<file path="config.mk">
export PLATFORM = sky130hd
export DESIGN_NAME = tick_counter_sequencer
export DESIGN_NICKNAME = d
export VERILOG_FILES = /design/src/rtl/tick_counter_sequencer.sv
export SDC_FILE = /design/constraint.sdc
export NUM_CORES = 1
export LEC_CHECK = 0
export CELL_PAD_IN_SITES_DETAIL_PLACEMENT = 1
export CELL_PAD_IN_SITES_GLOBAL_PLACEMENT = 1
export CORE_MARGIN = 5
export CORE_UTILIZATION = 44
export CTS_CLUSTER_SIZE = 12
export DETAILED_ROUTE_END_ITERATION = 12
export HOLD_SLACK_MARGIN = 0.15
export PLACE_DENSITY_LB_ADDON = 0.1
export SYNTH_ARGS = -nofsm -noshare
export SYNTH_HDL_FRONTEND = slang
export SYNTH_SLANG_ARGS = --single-unit
</file>
<file path="constraint.sdc">
create_clock -name clk -period 2.7 [get_ports clk]
set_clock_uncertainty 0.15 [all_clocks]
set_input_delay 0.54 -clock clk [delete_from_list [all_inputs] [get_ports clk]]
set_output_delay 0.54 -clock clk [all_outputs]
set_load 0.005 [all_outputs]
</file>
<file path="src/rtl/tick_counter_sequencer.sv">
// Prescaled up-counter with start/pause/stop/load run control.
// One-shot or wrap-around counting on a DIV-cycle tick enable.
module tick_counter_sequencer #(
  parameter int DIV   = 50000000,
  parameter int CW    = 28,
  parameter int WIDTH = 3
) (
  input  logic             clk,
  input  logic             rst,
  input  logic             start,
  input  logic             pause,
  input  logic             stop,
  input  logic             load,
  input  logic [WIDTH-1:0] load_val,
  input  logic [WIDTH-1:0] limit,
  input  logic             mode,
  output logic [WIDTH-1:0] q,
  output logic             tick,
  output logic             done,
  output logic             wrap,
  output logic             busy,
  output logic [1:0]       state
);

  typedef enum logic [1:0] {
    IDLE  = 2'd0,
    RUN   = 2'd1,
    PAUSE = 2'd2,
    DONE  = 2'd3
  } state_t;

  localparam logic [CW-1:0] PMAX = CW'(DIV - 1);

  state_t           st;
  state_t           st_n;
  logic [CW-1:0]    pcnt;
  logic [CW-1:0]    pcnt_n;
  logic [WIDTH-1:0] q_n;
  logic             done_n;
  logic             wrap_n;

  assign tick  = (st == RUN) && (pcnt == PMAX);
  assign busy  = (st == RUN) || (st == PAUSE);
  assign state = st;

  always_ff @(posedge clk or negedge rst) begin
    if (!rst) begin
      st   <= IDLE;
      q    <= '0;
      pcnt <= '0;
      done <= 1'b0;
      wrap <= 1'b0;
    end else begin
      st   <= st_n;
      q    <= q_n;
      pcnt <= pcnt_n;
      done <= done_n;
      wrap <= wrap_n;
    end
  end

  always_comb begin
    st_n   = st;
    q_n    = q;
    pcnt_n = pcnt;
    done_n = 1'b0;
    wrap_n = 1'b0;
    unique case (st)
      RUN:     pcnt_n = tick ? '0 : pcnt + 1'b1;
      PAUSE:   pcnt_n = pcnt;
      default: pcnt_n = '0;
    endcase
    if (stop) begin
      st_n   = IDLE;
      q_n    = '0;
      pcnt_n = '0;
    end else if (load) begin
      q_n    = load_val;
      pcnt_n = '0;
      if (st == DONE)
        st_n = IDLE;
    end else begin
      unique case (st)
        IDLE: begin
          if (start) begin
            st_n   = RUN;
            pcnt_n = '0;
          end
        end
        RUN: begin
          if (tick) begin
            if (q != limit) begin
              q_n = q + 1'b1;
            end else if (!mode) begin
              st_n   = DONE;
              done_n = 1'b1;
            end else begin
              q_n    = '0;
              wrap_n = 1'b1;
            end
          end
          // a same-edge DONE transition outranks pause
          if (pause && st_n == RUN)
            st_n = PAUSE;
        end
        PAUSE: begin
          if (start)
            st_n = RUN;
        end
        DONE: begin
          if (start) begin
            st_n   = RUN;
            q_n    = '0;
            pcnt_n = '0;
          end
        end
        default: st_n = IDLE;
      endcase
    end
  end

endmodule
</file>
==> summary.md <==
| Metric | Value |
|---|---|
| Outcome | `finished, final reports clean` |
| Initial Utilization | `0.452` |
| Initial antenna violation count | `0` |
| Slew HR | `0.441` |
| Number of synthesized flops with an enable pin | `0` |
| Nets | `311` |
| Final WS setup | `between 200 and 250 ps` |
| Average size of a mapped cell | `a little under 9 um2` |
| Most frequent cells in the layout | `nand2_1, dfrtp_1, clkdlybuf4s50_1` |
| Max H-tree Level | `2` |
| R2R cell count | `7` |
| Synth Register Bits | `35` |
| Net Count, Synth | `between 200 and 300` |
| Crit path required time | `between 2000 and 2500 ps` |
| Placed cells | `350` |
| Period utilization | `0.918` |
| WS Path Type | `reg -> out` |
| GRT Util Overall | `0.213` |
| Total wire length | `~6.4 mm` |
| Reg-to-reg critical path endpoint | `pcnt[25]` |
| Max-Cap Viols | `0` |
| Hold_ws | `197 ps` |
| Leakage | `roughly 0.0011 uW` |
| Die Width | `between 80 and 90 um` |
| Leading register cell type out of synthesis | `dfrtp_1` |
| CTS Sinks | `35` |
| Sequential area share after synthesis | `0.379` |
| Synth async-reset ratio | `1.00` |
| Tightest Pin Transition | `approximately 840 ps` |
| Pre-antenna DRT Iters | `4` |
| CTS tree | `done` |
| Placement Setup Slack | `between 100 and 150 ps` |
| Final std cells w/o fill | `364` |
| Max clock buf depth | `2` |
| Clk_lat worst skew | `between 200 and 300 ps` |
| Largest net degree at the start of global routing | `46` |
| Setup TNS | `0 ps` |
| CTS root buffer | `clkbuf_8` |
| DIE AREA | `around 7000 um2` |
| Slew Limit Fails | `0` |
| Endpoints failing setup | `0` |
| Worst-case vdd ir drop | `between 0.2 and 0.25 mV` |
| DRC | `0` |
| Clk slew on worst S/H paths | `around 80 ps` |
| Vias | `between 2000 and 2500` |
| Crit Reg-Reg Startpoint | `pcnt[24]` |
| Startpoint types | `register` |
| I/O pin cnt | `22` |
| Vias in the first global route | `about 2300` |
| Site row count | `26` |
| Area Overhead vs Synth | `21.2%` |
| Post-DR vias/cell | `6.05` |
| RSZ-0062 raised after global routing | `false` |
| Most common cell after layout, fill and taps aside | `nand2_1` |
| Hold_buf cts | `0` |
| # port buffers | `21` |
| R2R Setup Slk | `around 450 ps` |
| Antenna Cells | `0` |
| First-pass GRT wire length | `between 10 and 15 mm` |
| Die Ht | `a little over 80 um` |
| Number of distinct library cells after synthesis | `52` |
| Achievable Freq | `slightly above 400 MHz` |
| Mapped Area | `~2300 um2` |
| Share of layout cells above drive strength 1 | `0.156` |
| Cells after synthesis | `roughly 260` |
| Core Area | `5110 um2` |
| Final Hold Fails | `0` |
| Iter 0 DRT Violations | `between 50 and 60` |
| Critical Path End Type | `output pin` |
| HP Class | `in -> async` |
| Dpl hpwl | `4.49 mm` |
| Grt ovf | `0` |
| CP arrival | `roughly 1800 ps` |
| Crit Path Max Fanout | `3` |
| Synth warn | `0` |
| Post-route minimum period | `between 2000 and 2500 ps` |
| Routed WL per cell | `17.7 um` |
| FILL cells | `613` |
| Number of buffers created by CTS | `5` |
| DRT antenna net count | `0` |
| Cell Pwr Density | `~400 nW/um2` |
| RD Place Congestion | `slightly above 0.8` |
## final cells by class
type / instances / area (um2) / area share
inverter: 11 / 41.3 / 0.0147
multi-input combinational: 201 / 1320 / 0.472
timing repair buffer: 39 / 352 / 0.126
tap: 70 / 87.6 / 0.0313
sequential: 35 / 881 / 0.315
clock inverter: 2 / 35.0 / 0.0125
clock buffer: 6 / 82.6 / 0.0295
## flip-flops by register name, indices dropped and copies added (netlist names)
register,cells
done,1
pcnt,28
q,3
state,2
wrap,1
## Yosys cell counts (2+ instances only)
| cell type | count | area share |
|---|---|---|
| a21oi_1 | 17 | 0.037 |
| a311oi_1 | 2 | 0.0076 |
| a31oi_1 | 16 | 0.043 |
| a41oi_1 | 3 | 0.011 |
| and2_1 | 6 | 0.016 |
| and3_1 | 4 | 0.011 |
| and4_1 | 4 | 0.015 |
| buf_2 | 3 | 0.0065 |
| buf_6 | 4 | 0.019 |
| clkbuf_1 | 7 | 0.011 |
| dfrtp_1 | 35 | 0.38 |
| ha_1 | 5 | 0.027 |
| inv_1 | 11 | 0.018 |
| mux2i_1 | 4 | 0.017 |
| nand2_1 | 35 | 0.057 |
| nand3_1 | 15 | 0.032 |
| nand4_1 | 9 | 0.024 |
| nand4_2 | 2 | 0.011 |
| nand4b_1 | 2 | 0.0076 |
| nor2_1 | 14 | 0.023 |
| nor3_1 | 4 | 0.0087 |
| nor4_1 | 4 | 0.011 |
| nor4_4 | 3 | 0.028 |
| o211ai_2 | 2 | 0.011 |
| o21ai_0 | 10 | 0.022 |
| o21ai_1 | 6 | 0.013 |
| o311ai_1 | 2 | 0.0076 |
| o31a_1 | 4 | 0.015 |
| or3_1 | 2 | 0.0054 |
| xor2_1 | 4 | 0.015 |
## where the power goes
group | switching, uW | internal, uW
combinational | 59.0 | 52.1
sequential | 6.70 | 529
clock | 201 | 299
total | 267 | 880
## cells by family after synthesis
family,share of synthesized area
flip-flops,0.379
AND/OR/NAND/NOR,0.280
AO/OA/AOI/OAI,0.221
buffers and inverters,0.0552
multiplexers,0.0222
adder cells (fa/ha/maj),0.0271
XOR/XNOR,0.0152
## worst max-delay path, stage by stage (launching register included)
cell and delay (ps):
dfrtp_2 440, nor4_4 330, and4_4 270, and3_1 200, dlygate4sd2_1 260
## worst max-delay path by stage
stage,from,end,slack (ps),cells past startpoint
2_1_floorplan,state[0],pcnt[9],570,8
3_3_place_gp,limit[0],q[2],200,7
3_5_place_dp,limit[0],q[1],120,7
4_1_cts,pcnt[1],tick,200,5
5_1_grt,pcnt[16],tick,100,4
6_report,pcnt[24],tick,220,4
## metrics by stage
stage | total power (uW) | cell area [um2] | utilization
6_report | 1150 | 2800 | 0.548
5_1_grt | 1210 | 2800 | 0.548
4_1_cts | 1160 | 2800 | 0.548
3_5_place_dp | 657 | 2620 | 0.513
3_3_place_gp | 656 | 2620 | 0.513
2_1_floorplan | 595 | 2310 | -
## timing repair
item / 4_1_cts / 5_1_grt
setup buffers: 6 / 0
endpoints found under the setup margin: 1 / 0
gates resized for setup: 8 / 0
## per-layer routing
metal  global-route usage  vias to the layer above  part of all wire
li1                     -                     1056                 -
met1                0.259                     1092              0.44
met2                0.373                       44              0.51
met3               0.0401                       11             0.034
met4               0.0731                        0             0.016
met5                    0                        -                 0
Note: power is estimated with default switching activity, not from simulation.
==> RTL change 1, RTL diff (config.mk and constraints unchanged) <==
Change the parameter `WIDTH` from 3 to 5.
--- a/src/rtl/tick_counter_sequencer.sv
+++ b/src/rtl/tick_counter_sequencer.sv
@@ -4,5 +4,5 @@
   parameter int DIV   = 50000000,
   parameter int CW    = 28,
-  parameter int WIDTH = 3
+  parameter int WIDTH = 5
 ) (
   input  logic             clk,
Ports: changed (resized limit, load_val and q); port bits go from 22 to 28. No check against the original RTL was run, so the function may have changed too.
==> RTL change 1 against the unedited design <==
  * Cell area increased by 8.8%
  * Register-to-register slack got worse by 0.18 ns
  * Wire length up 20%
  * Worst setup slack got worse by 0.12 ns
  * Power rose by 12%
  * Critical path depth stayed put
  * Area after synthesis grew 4.5%
  * Count of clock-buffer cells in the layout rose by 1
  * Sequential cell count rose by 2
  * Clock power grew 4%
==> RTL change 1: results (changes against the unedited design) <==
share of cells above drive strength 1: 17.4% (+1.8 points)
Seq area share: 30.4% (-1.1 points)
I/O Buffers: 27 (+29%)
#FFs+latches synth: 37 (+5.7%)
comb_multi_in: 212 (+5.5%)
Critical Path Slowest Stage Cell: or4_4
number of synthesized flops with an enable pin: 0 (unchanged)
most frequent cells after synthesis: 37 x dfrtp_1, 31 x nand2_1, 19 x o21ai_0
Nets: 342 (+10%)
wire per inst: 19.7 microns (+11%)
hpwl dp: 5600 microns (+25%)
status: complete, no violations
Worst R2R Path Depth: 8 (+1)
FF-to-FF Start: pcnt[0]$_DFF_PN0_
fraction of area in multi-input gates: 46.2% (-1.0 points)
sequential area share after synthesis: 38.3% (+0.44 points)
met3 wire len: 249 microns (+12%)
Signal buffers: 55 (+41%)
Met2 Routed Length: 3860 microns (+18%)
clock buffer count: 7 (+1)
Yosys cell types: 55 (+5.8%)
signal buffers share of area: 15.6% (+3.0 points)
Worst R2R Setup Slack: 0.27 ns (-0.18 ns)
grt met3 use: 3.75% (-0.26 points)
Worst setup startpoint: pcnt[15]$_DFF_PN0_
DR vias/cell: 6.15 (+1.5%)
Max VDD drop: 0.000272 V (+11%)
Synth Net Count: 293 (+5.0%)
Arr. time, crit path: 1.91 ns (+0.12 ns)
fill count: 655 (+6.9%)
Worst path max stage delay: 0.61 ns (+0.17 ns)
nonclk inv count: 9 (-2)
Pleak: 1.16 nW (+4.6%)
largest net degree at the start of global routing: 40 (-13%)
worst hold slack: 0.186 ns (-0.0116 ns)
initial DRC count: 98 (+66%)
most flop-heavy register: pcnt
WL met1: 3520 microns (+23%)
vias in the first global route: 2693 (+18%)
Worst Tran Pin Value: 0.907 ns (+0.0688 ns)
Tot GR Track Use: 22.8% (+1.5 points)
main area contributors after synthesis: dfrtp_1 38%, a311oi_1 6.2%, nand2_1 4.8%, o21ai_0 3.9%, a21oi_1 3.5%
ClkCell Share: 3.82% (-0.38 points)
RePlAce Congestion: 0.867 (+4.5%)
first-pass GRT wire length: 13200 microns (+19%)
[RTL change 1: cell count changes after synthesis, moves of 5 or more]
cell and delta:
a311oi_1 +15, a31oi_1 -11, a41oi_1 +5, o211ai_1 +6, o21ai_0 +9, o21ai_1 -6
xnor2_1 +5
[RTL change 1: report_power, final]
| group | switching (mW) | internal (mW) |
|---|---|---|
| Combinational | 0.101 | 0.0864 |
| Sequential | 0.0166 | 0.564 |
| Clock | 0.219 | 0.301 |
| Total | 0.336 | 0.952 |
[RTL change 1: metrics by stage]
step / setup WS (ns) / util [%] / instances / instance area, sq um
2_1_floorplan: 0.481 / - / 271 / 2410
3_3_place_gp: 0.0621 / 54.0 / 384 / 2920
3_5_place_dp: -0.000597 / 54.0 / 384 / 2920
4_1_cts: 0.0925 / 56.4 / 393 / 3050
5_1_grt: 0.00521 / 56.4 / 393 / 3050
6_report: 0.0972 / 56.4 / 393 / 3050
[RTL change 1: worst max-delay path, delay by kind of cell, from the launching register on]
kind / cells / cell delay [ns]
buf+inv: 1 / 0.25
simple gates: 3 / 0.92
flops: 1 / 0.43
[RTL change 1: kinds of logic (layout without fill, tap and decap cells)]
group                    count (synthesis)  after routing  share of synthesized area (%)
multiplexers                             3              3                           1.35
AO/OA/AOI/OAI                           93             93                           27.3
flip-flops                              37             37                           38.3
AND/OR/NAND/NOR                        106            106                           24.7
adder cells (fa/ha/maj)                  5              5                           2.59
buffers and inverters                   22             72                           3.89
XOR/XNOR                                 5              5                           1.81
[RTL change 1: what timing repair did]
item / CTS / global route
buffers inserted: 1 / 0
gates resized for setup: 3 / 0
setup endpoints to repair: 1 / 0
endpoints found under the hold margin: 0 / 0
==> RTL change 2, RTL diff (same flow settings) <==
Without the edit above. Make the reset (`rst`) synchronous in one clocked block.
--- a/src/rtl/tick_counter_sequencer.sv
+++ b/src/rtl/tick_counter_sequencer.sv
@@ -44,5 +44,5 @@
   assign state = st;
 
-  always_ff @(posedge clk or negedge rst) begin
+  always_ff @(posedge clk) begin
     if (!rst) begin
       st   <= IDLE;
Formal check against the unedited RTL: differs if rst is asserted again (counterexample within 4 cycles, from zero or initial values and one cycle with rst low); with rst held inactive, the same outputs for 10 cycles.
==> RTL change 2 against the unedited design <==
  * Count of clock-buffer cells in the layout stayed put
  * First-iteration DRC count up 12%
  * Area after synthesis shrank 10%
  * Global-route usage fell by 0.11 points
  * Worst setup slack gained 0.14 ns
  * Wire length shrank 5.2%
  * Largest power group unchanged
  * Cell area decreased by 7.6%
  * Power down 4.5%
  * Sequential cell count unchanged
  * Die area down 9.2%
==> RTL change 2: results (changes against the unedited design) <==
largest net degree at the start of global routing: 17 (-63%)
sequential area share after synthesis: 33.9% (-4.0 points)
Max VDD drop: 0.000324 V (+32%)
Nets: 306 (-1.6%)
Arr. time, crit path: 1.65 ns (-0.14 ns)
share of cells above drive strength 1: 18.3% (+2.7 points)
hpwl dp: 4510 microns (+0.42%)
Worst Tran Pin Value: 0.488 ns (-0.350 ns)
Finished Layout Cells: 343 (-5.8%)
Hold Crit Class: flip-flop to flip-flop
Post-synth ARST share: 0% (-100 points)
main area contributors after synthesis: dfxtp_1 34%, a21oi_1 5.6%, a31oi_1 5.4%, nand2_1 5.1%, ha_1 3.0%
Net Sw Frac: 22.0% (-1.3 points)
Worst R2R Setup Slack: 0.51 ns (+0.06 ns)
crit path max fanout: 6 (+3)
fill count: 556 (-9.3%)
Worst R2R Path Depth: 8 (+1)
Setup WS pre-CTS: 0.0882 ns (-0.0342 ns)
most frequent cells after synthesis: 35 x dfxtp_1, 28 x nand2_1, 23 x a21oi_1
first-pass GRT wire length: 10400 microns (-6.5%)
wire per inst: 17.8 microns (+0.62%)
Yosys cell types: 53 (+1.9%)
Hold Path Depth: 1
vias post-DR: 2109 (-4.3%)
FF-to-FF Start: state[0]$_SDFFE_PP0P_
status: complete, no violations
Mapped Cells: 251 (-3.8%)
RePlAce Congestion: 0.803 (-3.2%)
Hold Path Origin: pcnt[25]$_SDFF_PP0_
Pleak: 0.932 nW (-16%)
[RTL change 2: worst max-delay path by stage]
stage / startpoint / end / cells after the start / slack [ns]
after floorplan: state[1]$_SDFFE_PP0P_ / pcnt[13]$_SDFF_PP0_ / 8 / 0.58
after global placement: pcnt[0]$_SDFF_PP0_ / tick / 5 / 0.10
after detailed placement: pcnt[0]$_SDFF_PP0_ / tick / 5 / 0.09
after CTS: pcnt[22]$_SDFF_PP0_ / tick / 4 / 0.003
after global routing: state[0]$_SDFFE_PP0P_ / busy / 4 / 0.28
final: state[0]$_SDFFE_PP0P_ / busy / 4 / 0.36
[RTL change 2: timing repair]
action,CTS,global route
setup buffers,3,0
pin swaps,3,1
gates cloned,0,0
endpoints found under the setup margin,1,1
resized for setup,6,5
[RTL change 2: final cells by class]
cell class	instances	share of cell area [%]
clock inverters	2	1.35
flip-flops and latches	35	27.4
multi-input cells	196	49.9
well taps	54	2.61
inverters	8	1.16
repair buffers	42	14.3
clock buffers	6	3.19
[RTL change 2: power groups by stage]
stage / combinational (mW) / clock, mW / sequential, mW
detailed placement: 0.0685 / 0 / 0.534
finish: 0.0694 / 0.506 / 0.520
floorplan: 0.0317 / 0 / 0.533
global route: 0.0768 / 0.535 / 0.521
CTS: 0.0699 / 0.510 / 0.521
global placement: 0.0674 / 0 / 0.534
[RTL change 2: through the flow]
step           instance area [sq um]  hold WS (ns)
2_1_floorplan                   2070         0.289
5_1_grt                         2590         0.357
4_1_cts                         2580         0.337
3_5_place_dp                    2420         0.320
6_report                        2590         0.333
3_3_place_gp                    2420         0.315
[RTL change 2: critical path, cell delays in order (launching register included)]
cell,delay [ns]
dfxtp_2,0.38
inv_1,0.07
ha_1,0.35
inv_1,0.07
clkdlybuf4s50_1,0.49
[RTL change 2: per-layer routing]
layer  share of wire, %  global-route usage (%)
met5                  0                       0
met3                4.1                    4.59
met4                2.4                    7.52
met1                 44                    25.2
met2                 49                    37.0
[RTL change 2: cells by family after synthesis]
| family | synth area share [%] |
|---|---|
| flip-flops | 33.9 |
| multiplexers | 1.45 |
| XOR/XNOR | 2.12 |
| adder cells (fa/ha/maj) | 3.02 |
| buffers and inverters | 4.66 |
| AND/OR/NAND/NOR | 28.7 |
| AO/OA/AOI/OAI | 26.2 |
